===== src/rtl/blink_scheduler.sv =====
// Shared status-LED blink scheduler: round-robin grant, k blinks of T on/T off, then a 4T dark gap.
// Optional macro BLINK_ABORT_EN: owner dropping req during ON/OFF cuts straight to GAP.
module blink_scheduler #(
  parameter int NREQ   = 4,
  parameter int TICK_W = 22,
  parameter int CNT_W  = 4
) (
  input  logic                  clk,
  input  logic                  reset,
  input  logic [NREQ-1:0]       req,
  input  logic [NREQ*CNT_W-1:0] code,
  output logic [NREQ-1:0]       grant,
  output logic                  busy,
  output logic                  led
);

  localparam int IW = $clog2(NREQ);

  typedef enum logic [1:0] {IDLE, ON, OFF, GAP} state_t;

  state_t            state, state_n;
  logic [TICK_W-1:0] presc;
  logic [1:0]        gap_units;
  logic [CNT_W-1:0]  remaining, remaining_n;
  logic [IW-1:0]     last_grant, last_grant_n;
  logic [NREQ-1:0]   grant_n;
  logic [IW-1:0]     sel;
  logic              sel_valid;
  logic [IW:0]       sum;
  logic [CNT_W-1:0]  sel_code;
  logic              tick;

  assign tick = &presc;

  // Walk candidates from farthest to nearest so the nearest requester after last_grant wins.
  always_comb begin
    sel       = last_grant;
    sel_valid = 1'b0;
    sum       = '0;
    for (int unsigned k = NREQ; k > 0; k--) begin
      sum = {1'b0, last_grant} + (IW+1)'(k);
      if (sum >= (IW+1)'(NREQ))
        sum = sum - (IW+1)'(NREQ);
      for (int unsigned i = 0; i < NREQ; i++) begin
        if (req[i] && sum == (IW+1)'(i)) begin
          sel       = IW'(i);
          sel_valid = 1'b1;
        end
      end
    end
  end

  always_comb begin
    sel_code = '0;
    for (int unsigned i = 0; i < NREQ; i++) begin
      if (sel == IW'(i))
        sel_code = code[i*CNT_W +: CNT_W];
    end
  end

  always_comb begin
    state_n      = state;
    remaining_n  = remaining;
    last_grant_n = last_grant;
    grant_n      = grant;
    unique case (state)
      IDLE: begin
        if (sel_valid) begin
          state_n      = ON;
          grant_n      = NREQ'(1) << sel;
          last_grant_n = sel;
          remaining_n  = (sel_code == '0) ? CNT_W'(1) : sel_code;
        end
      end
      ON: begin
        if (tick)
          state_n = OFF;
      end
      OFF: begin
        if (tick) begin
          remaining_n = remaining - 1'b1;
          state_n     = (remaining_n != '0) ? ON : GAP;
        end
      end
      GAP: begin
        if (tick && gap_units == 2'd3) begin
          state_n = IDLE;
          grant_n = '0;
        end
      end
      default: state_n = IDLE;
    endcase
`ifdef BLINK_ABORT_EN
    if ((state == ON || state == OFF) && (req & grant) == '0) begin
      state_n     = GAP;
      remaining_n = '0;
    end
`endif
  end

  always_ff @(posedge clk) begin
    if (reset) begin
      state      <= IDLE;
      presc      <= '0;
      gap_units  <= '0;
      remaining  <= '0;
      last_grant <= IW'(NREQ-1);
      grant      <= '0;
      busy       <= 1'b0;
      led        <= 1'b0;
    end else begin
      state      <= state_n;
      remaining  <= remaining_n;
      last_grant <= last_grant_n;
      grant      <= grant_n;
      busy       <= (state_n != IDLE);
      led        <= (state_n == ON);
      // The prescaler restarts on every state change so each unit is exactly 2^TICK_W cycles.
      if (state_n != state) begin
        presc     <= '0;
        gap_units <= '0;
      end else begin
        presc <= presc + 1'b1;
        if (state == GAP && tick)
          gap_units <= gap_units + 1'b1;
      end
    end
  end

endmodule


===== config.mk =====
export PLATFORM = sky130hd
export DESIGN_NAME = blink_scheduler
export DESIGN_NICKNAME = d
export VERILOG_FILES = /design/src/rtl/blink_scheduler.sv
export SDC_FILE = /design/constraint.sdc
export NUM_CORES = 1
export LEC_CHECK = 0
export ABC_AREA = 1
export CORE_ASPECT_RATIO = 0.5
export CORE_MARGIN = 1.5
export CORE_UTILIZATION = 55
export DETAILED_ROUTE_END_ITERATION = 8
export PLACE_DENSITY = 0.86
export SYNTH_ARGS = -nofsm -noshare
export SYNTH_HDL_FRONTEND = slang
export SYNTH_SLANG_ARGS = --single-unit

===== constraint.sdc =====
create_clock -name clk -period 2.7 [get_ports clk]
set_input_delay 0.81 -clock clk [delete_from_list [all_inputs] [get_ports clk]]
set_output_delay 0.81 -clock clk [all_outputs]
set_load 0.05 [all_outputs]

Yosys cells after proc, flatten, opt, wreduce, memory -nomap -nowiden

Cells that the tools add are included.

Add/sub/neg operators: 11
Magnitude comparators: 4
Equal/unequal tests: 24
Shifts and indexed selects: 1
Multiplexer cells: 53
Reductions and logical operators: 34

Operators with widths:

| kind                    | number |
|---|---|
| $mux W2                 | 21 |
| $mux W4                 | 9 |
| $eq A3 B2 Y1 const B    | 8 |
| $add A22 B1 Y22 const B | 1 |
| $reduce_and A22 Y1      | 1 |
| $logic_and A1 B1 Y1     | 18 |
| $mux W1                 | 16 |
| $pmux W4 S2             | 2 |
| $eq A3 B1 Y1 const B    | 4 |
| $ge A3 B3 Y1 const B    | 4 |
| $logic_not A3 Y1        | 4 |
| $mux W3                 | 4 |
| $sub A3 B3 Y3 const B   | 4 |
| $eq A2 B2 Y1 const B    | 5 |
| $pmux W2 S4             | 1 |
| $add A2 B2 Y3 const B   | 2 |
| $eq A2 B1 Y1 const B    | 3 |
| $ne A2 B2 Y1 const B    | 3 |
| $reduce_and A3 Y1       | 2 |
| $reduce_bool A2 Y1      | 3 |
| $logic_not A2 Y1        | 2 |
| $logic_not A4 Y1        | 1 |
| $reduce_bool A4 Y1      | 1 |
| $shl A1 B2 Y4 const A   | 1 |
| 7 further kinds         | 7 |

Register bits after elaboration: 38
Logic and storage cells: 135

Longest topological paths before layout

Word-level depth: 30
Gate-level depth with buffers: 19

Worst setup path after synthesis

No wires, ideal clock.

Path kind: input to register
From: in req[0]
To: reg remaining[0]
Arrival: 2091 ps
Required time: 2580 ps
Path slack: 490 ps
Stages: 18
Cell sequence: inv_1 nand2_1 nand2_1 nand3_1 nand2_1 nand2_1 nand2_1 nand2_1 nand2_1 nand2_1 nand2_1 nand2_2 nand2_1 nand2_1 o21ai_0 inv_1 a21oi_1 a21oi_1

Cells in the longest elaborated chain, start to end: 26
Elaborated cells between the ends (all ways): 50

RTL lines:

| item                   | line | source |
|---|---|---|
| from (decl)            | 10   | `input logic [NREQ-1:0] req,` |
| $logic_and A1 B1 Y1    | 45   | `if (req[i] && sum == (IW+1)'(i)) begin` |
| $mux W2 (16 in series) | 45   |  |
| $logic_not A2 Y1       | 56   | `if (sel == IW'(i))` |
| $mux W4 (4 in series)  | 56   |  |
| $logic_not A4 Y1       | 72   | `remaining_n = (sel_code == '0) ? CNT_W'(1) : sel_code;` |
| $mux W4                | 72   |  |
| $mux W4                | 68   | `if (sel_valid) begin` |
| $pmux W4 S2            | 66   | `unique case (state)` |
| to (signal assigned)   | 113  | `remaining <= remaining_n;` |
| to (decl)              | 24   | `logic [CNT_W-1:0] remaining, remaining_n;` |

Parallel ways exist; a longest one is shown, timed or not. The select of a mux whose other input is x is not followed.
A chain may end at the register's enable or synchronous reset.

Worst setup path after layout

From: in req[1]
To: reg remaining[0]

Cells in the longest elaborated chain, start to end: 25
Elaborated cells between the ends (all ways): 48

RTL lines:

| item                   | line |
|---|---|
| $logic_and A1 B1 Y1    | 45 |
| $mux W2 (15 in series) | 45 |
| $logic_not A2 Y1       | 56 |
| $mux W4 (4 in series)  | 56 |
| $logic_not A4 Y1       | 72 |
| $mux W4                | 72 |
| $mux W4                | 68 |
| $pmux W4 S2            | 66 |

Parallel ways exist; a longest one is shown, timed or not. The select of a mux whose other input is x is not followed.

==> metrics.txt <==
outcome completed; initial antenna violation count 0; # setup viols final 0; share of layout cells above drive strength 1 13.86%; initial drt markers 46; slew margin rel. 66.66%; Initial Util 59.72%; ranking of synthesized cells by area dfxtp_1 (36%), nand2_1 (11%), inv_1 (6.5%); worst-path fanout max 7; vias in the first global route 1726; drt drc 0; I/O Buffers 27; Hold Path Cell Cnt 1; crit path time final 2.499 ns; PD cells 601.4 nW/µm²; CTS Root Cell clkbuf_8; post-DR vias/cell 5.193; Hold Crit Class flip-flop to flip-flop; Clock Latency Late Sink 0.28 ns; fin. max-slew vios 0; Clock H-tree levels 2; first-pass GRT wire length 6900 µm; Setup Buffers After CTS 0; total core area 3566 µm²; Synth Register Bits 38; leakage power 1.099 nW; area grow syn2layout 22.50%; Netlist Area Pre-Place 2130 µm²; Die H 47 µm; area share of the largest cell type after synthesis 35.72%; Fin. Hold Viols 0; Hold Startpoint presc[0]; max-cap violations 0; Final Power 1.569 mW; Netlist cell types 33; DR pass1 iterations 5; CP required 2.92 ns; Die W 91 µm; DP HPWL 3084 µm; period utilization 92.56%; CP arrival 2.72 ns; Post-Layout Inst Area 2609 µm²; Clock Sinks 38; die footprint 4277 µm²; dominant cell type by area after synthesis dfxtp_1; Reg2Reg Setup Slack 0.40 ns; fmax 400.2 MHz; Routed WL 4155 µm; WHS 0.4430 ns; GRT Util Overall 20.46%; R2R depth 14; RSZ-0062 raised after global routing no; largest net degree at the start of global routing 25; worst clock skew 0.004039 ns; Mapped Cells 292; CTS Buf Count 5; wire per inst 10.85 µm; end of the worst register-to-register path gap_units[0]; CP Capture Type flip-flop; worst slew pin tran 0.4986 ns; num rows 15; WHS Endpoint presc[0]; GRT overflow 0; Worst setup SP type input port; antenna fix cells 0; via count 1989; Clk pin slew, worst setup/hold paths 0.07 ns; Syn Nets 318; kind of critical path input port to flip-flop; Clock Tree Buf Depth 2; nets 357; register area share after synthesis 35.72%; Setup TNS 0 ns; reg-to-reg startpoint presc[0]; Worst VDD drop 300.7 µV; Final Wtd Congestion 1.001; dpl cell area 2495 µm²; CTS tree yes; Syn Area/Cell 7.293 µm²; ANT nets after route 0; synth warn 0; Top-Level Pins 28
layer usage:
metal / vias to the layer above / routed length [µm] / global-route usage (%) / part of all wire [%]
met5: - / 0 / 0 / 0
met1: 901 / 1940 / 23.66 / 47
met4: 0 / 41 / 7.813 / 0.99
li1: 1027 / - / - / -
met3: 5 / 219 / 5.178 / 5.3
met2: 56 / 1953 / 38.66 / 47
cells in the final DEF (no fill, tap or decap), types with 2 or more instances in the layout:
master,n
nor3_4,2
or2_2,4
nand4_1,11
nand3_1,24
ha_1,4
dfxtp_1,38
inv_1,36
buf_4,9
xor2_1,12
nor3_1,4
a21oi_1,16
nand2_2,3
clkdlybuf4s50_1,27
clkbuf_1,2
o211ai_1,2
clkbuf_8,5
nor2_1,26
xnor2_1,7
nor2_2,11
nand3_2,2
o21ai_0,13
nand2_1,60
synthesized netlist by cell type (all sizes together):
cell type  number
nand2b          1
inv            37
nor4            2
xnor2           7
a31oi           1
nor3            6
o211ai          2
dfxtp          38
buf             3
nor2           37
nor3b           1
and3            1
ha              4
o21ai          13
clkbuf          2
o21a            1
nand4          12
a21oi          17
or2             4
nand3          27
nand2          63
or3             1
xor2           12
layout make-up:
class / instances / area [µm²]
clock buffers: 7 / 76.32
clock inverters: 1 / 30.03
fillers: 262 / 957.2
inverters: 37 / 138.9
multi-input cells: 212 / 1181
flip-flops and latches: 38 / 760.7
well taps: 51 / 63.81
repair buffers: 37 / 357.8
through the flow:
step                      util (%)  worst slack (ns)  std cells
after detailed placement     69.96           -0.1458        375
after global routing         73.16           0.04765        383
after global placement       69.96          -0.08647        375
final                        73.16            0.2010        383
after floorplan                  -            0.4897        292
after CTS                    72.95            0.1521        383
registers in the layout (all words and copies together) (netlist names):
| signal | flops |
|---|---|
| grant | 4 |
| busy | 1 |
| presc | 22 |
| remaining | 4 |
| gap_units | 2 |
| led | 1 |
| state | 2 |
| last_grant | 2 |
power by group:
part / total [mW] / internal [mW] / switching (mW) / leakage [nW]
Clock: 0.462 / 0.276 / 0.185 / 0.0524
Sequential: 0.625 / 0.595 / 0.0307 / 0.309
Combinational: 0.482 / 0.199 / 0.283 / 0.737
Total: 1.57 / 1.07 / 0.499 / 1.10
repair_timing:
item                                    in CTS  in global routing
hold buffers                                 0                  0
hold endpoints to repair                     0                  0
gates resized for setup                      0                  3
endpoints found under the setup margin       0                  4
critical path, cell delays in order:
cell and delay (ns):
clkdlybuf4s50_1 0.52, inv_1 0.07, o21ai_0 0.14, nand2_1 0.07, nand3_1 0.07, nand3_1 0.08
nand3_1 0.10, nand3_2 0.16, buf_4 0.19, nand4_1 0.09, nand3_1 0.10, nor2_1 0.10
nand3_1 0.08, a21oi_1 0.14
kinds of logic after synthesis:
logic type,share of synthesized area (%)
compound gates,8.578
xor+xnor,7.814
flops,35.72
fa+ha+maj,2.350
buf+inv,9.165
simple gates,36.37
worst max path at each step:
| stage | start | endpoint | cells past startpoint |
|---|---|---|---|
| floorplan | req[0] | remaining[0] | 18 |
| finish | req[1] | remaining[0] | 14 |
| CTS | req[1] | remaining[0] | 18 |
| global placement | req[1] | remaining[0] | 14 |
| detailed placement | req[1] | remaining[0] | 14 |
| global route | req[1] | remaining[1] | 13 |
Power figures use the tool's default switching activity.
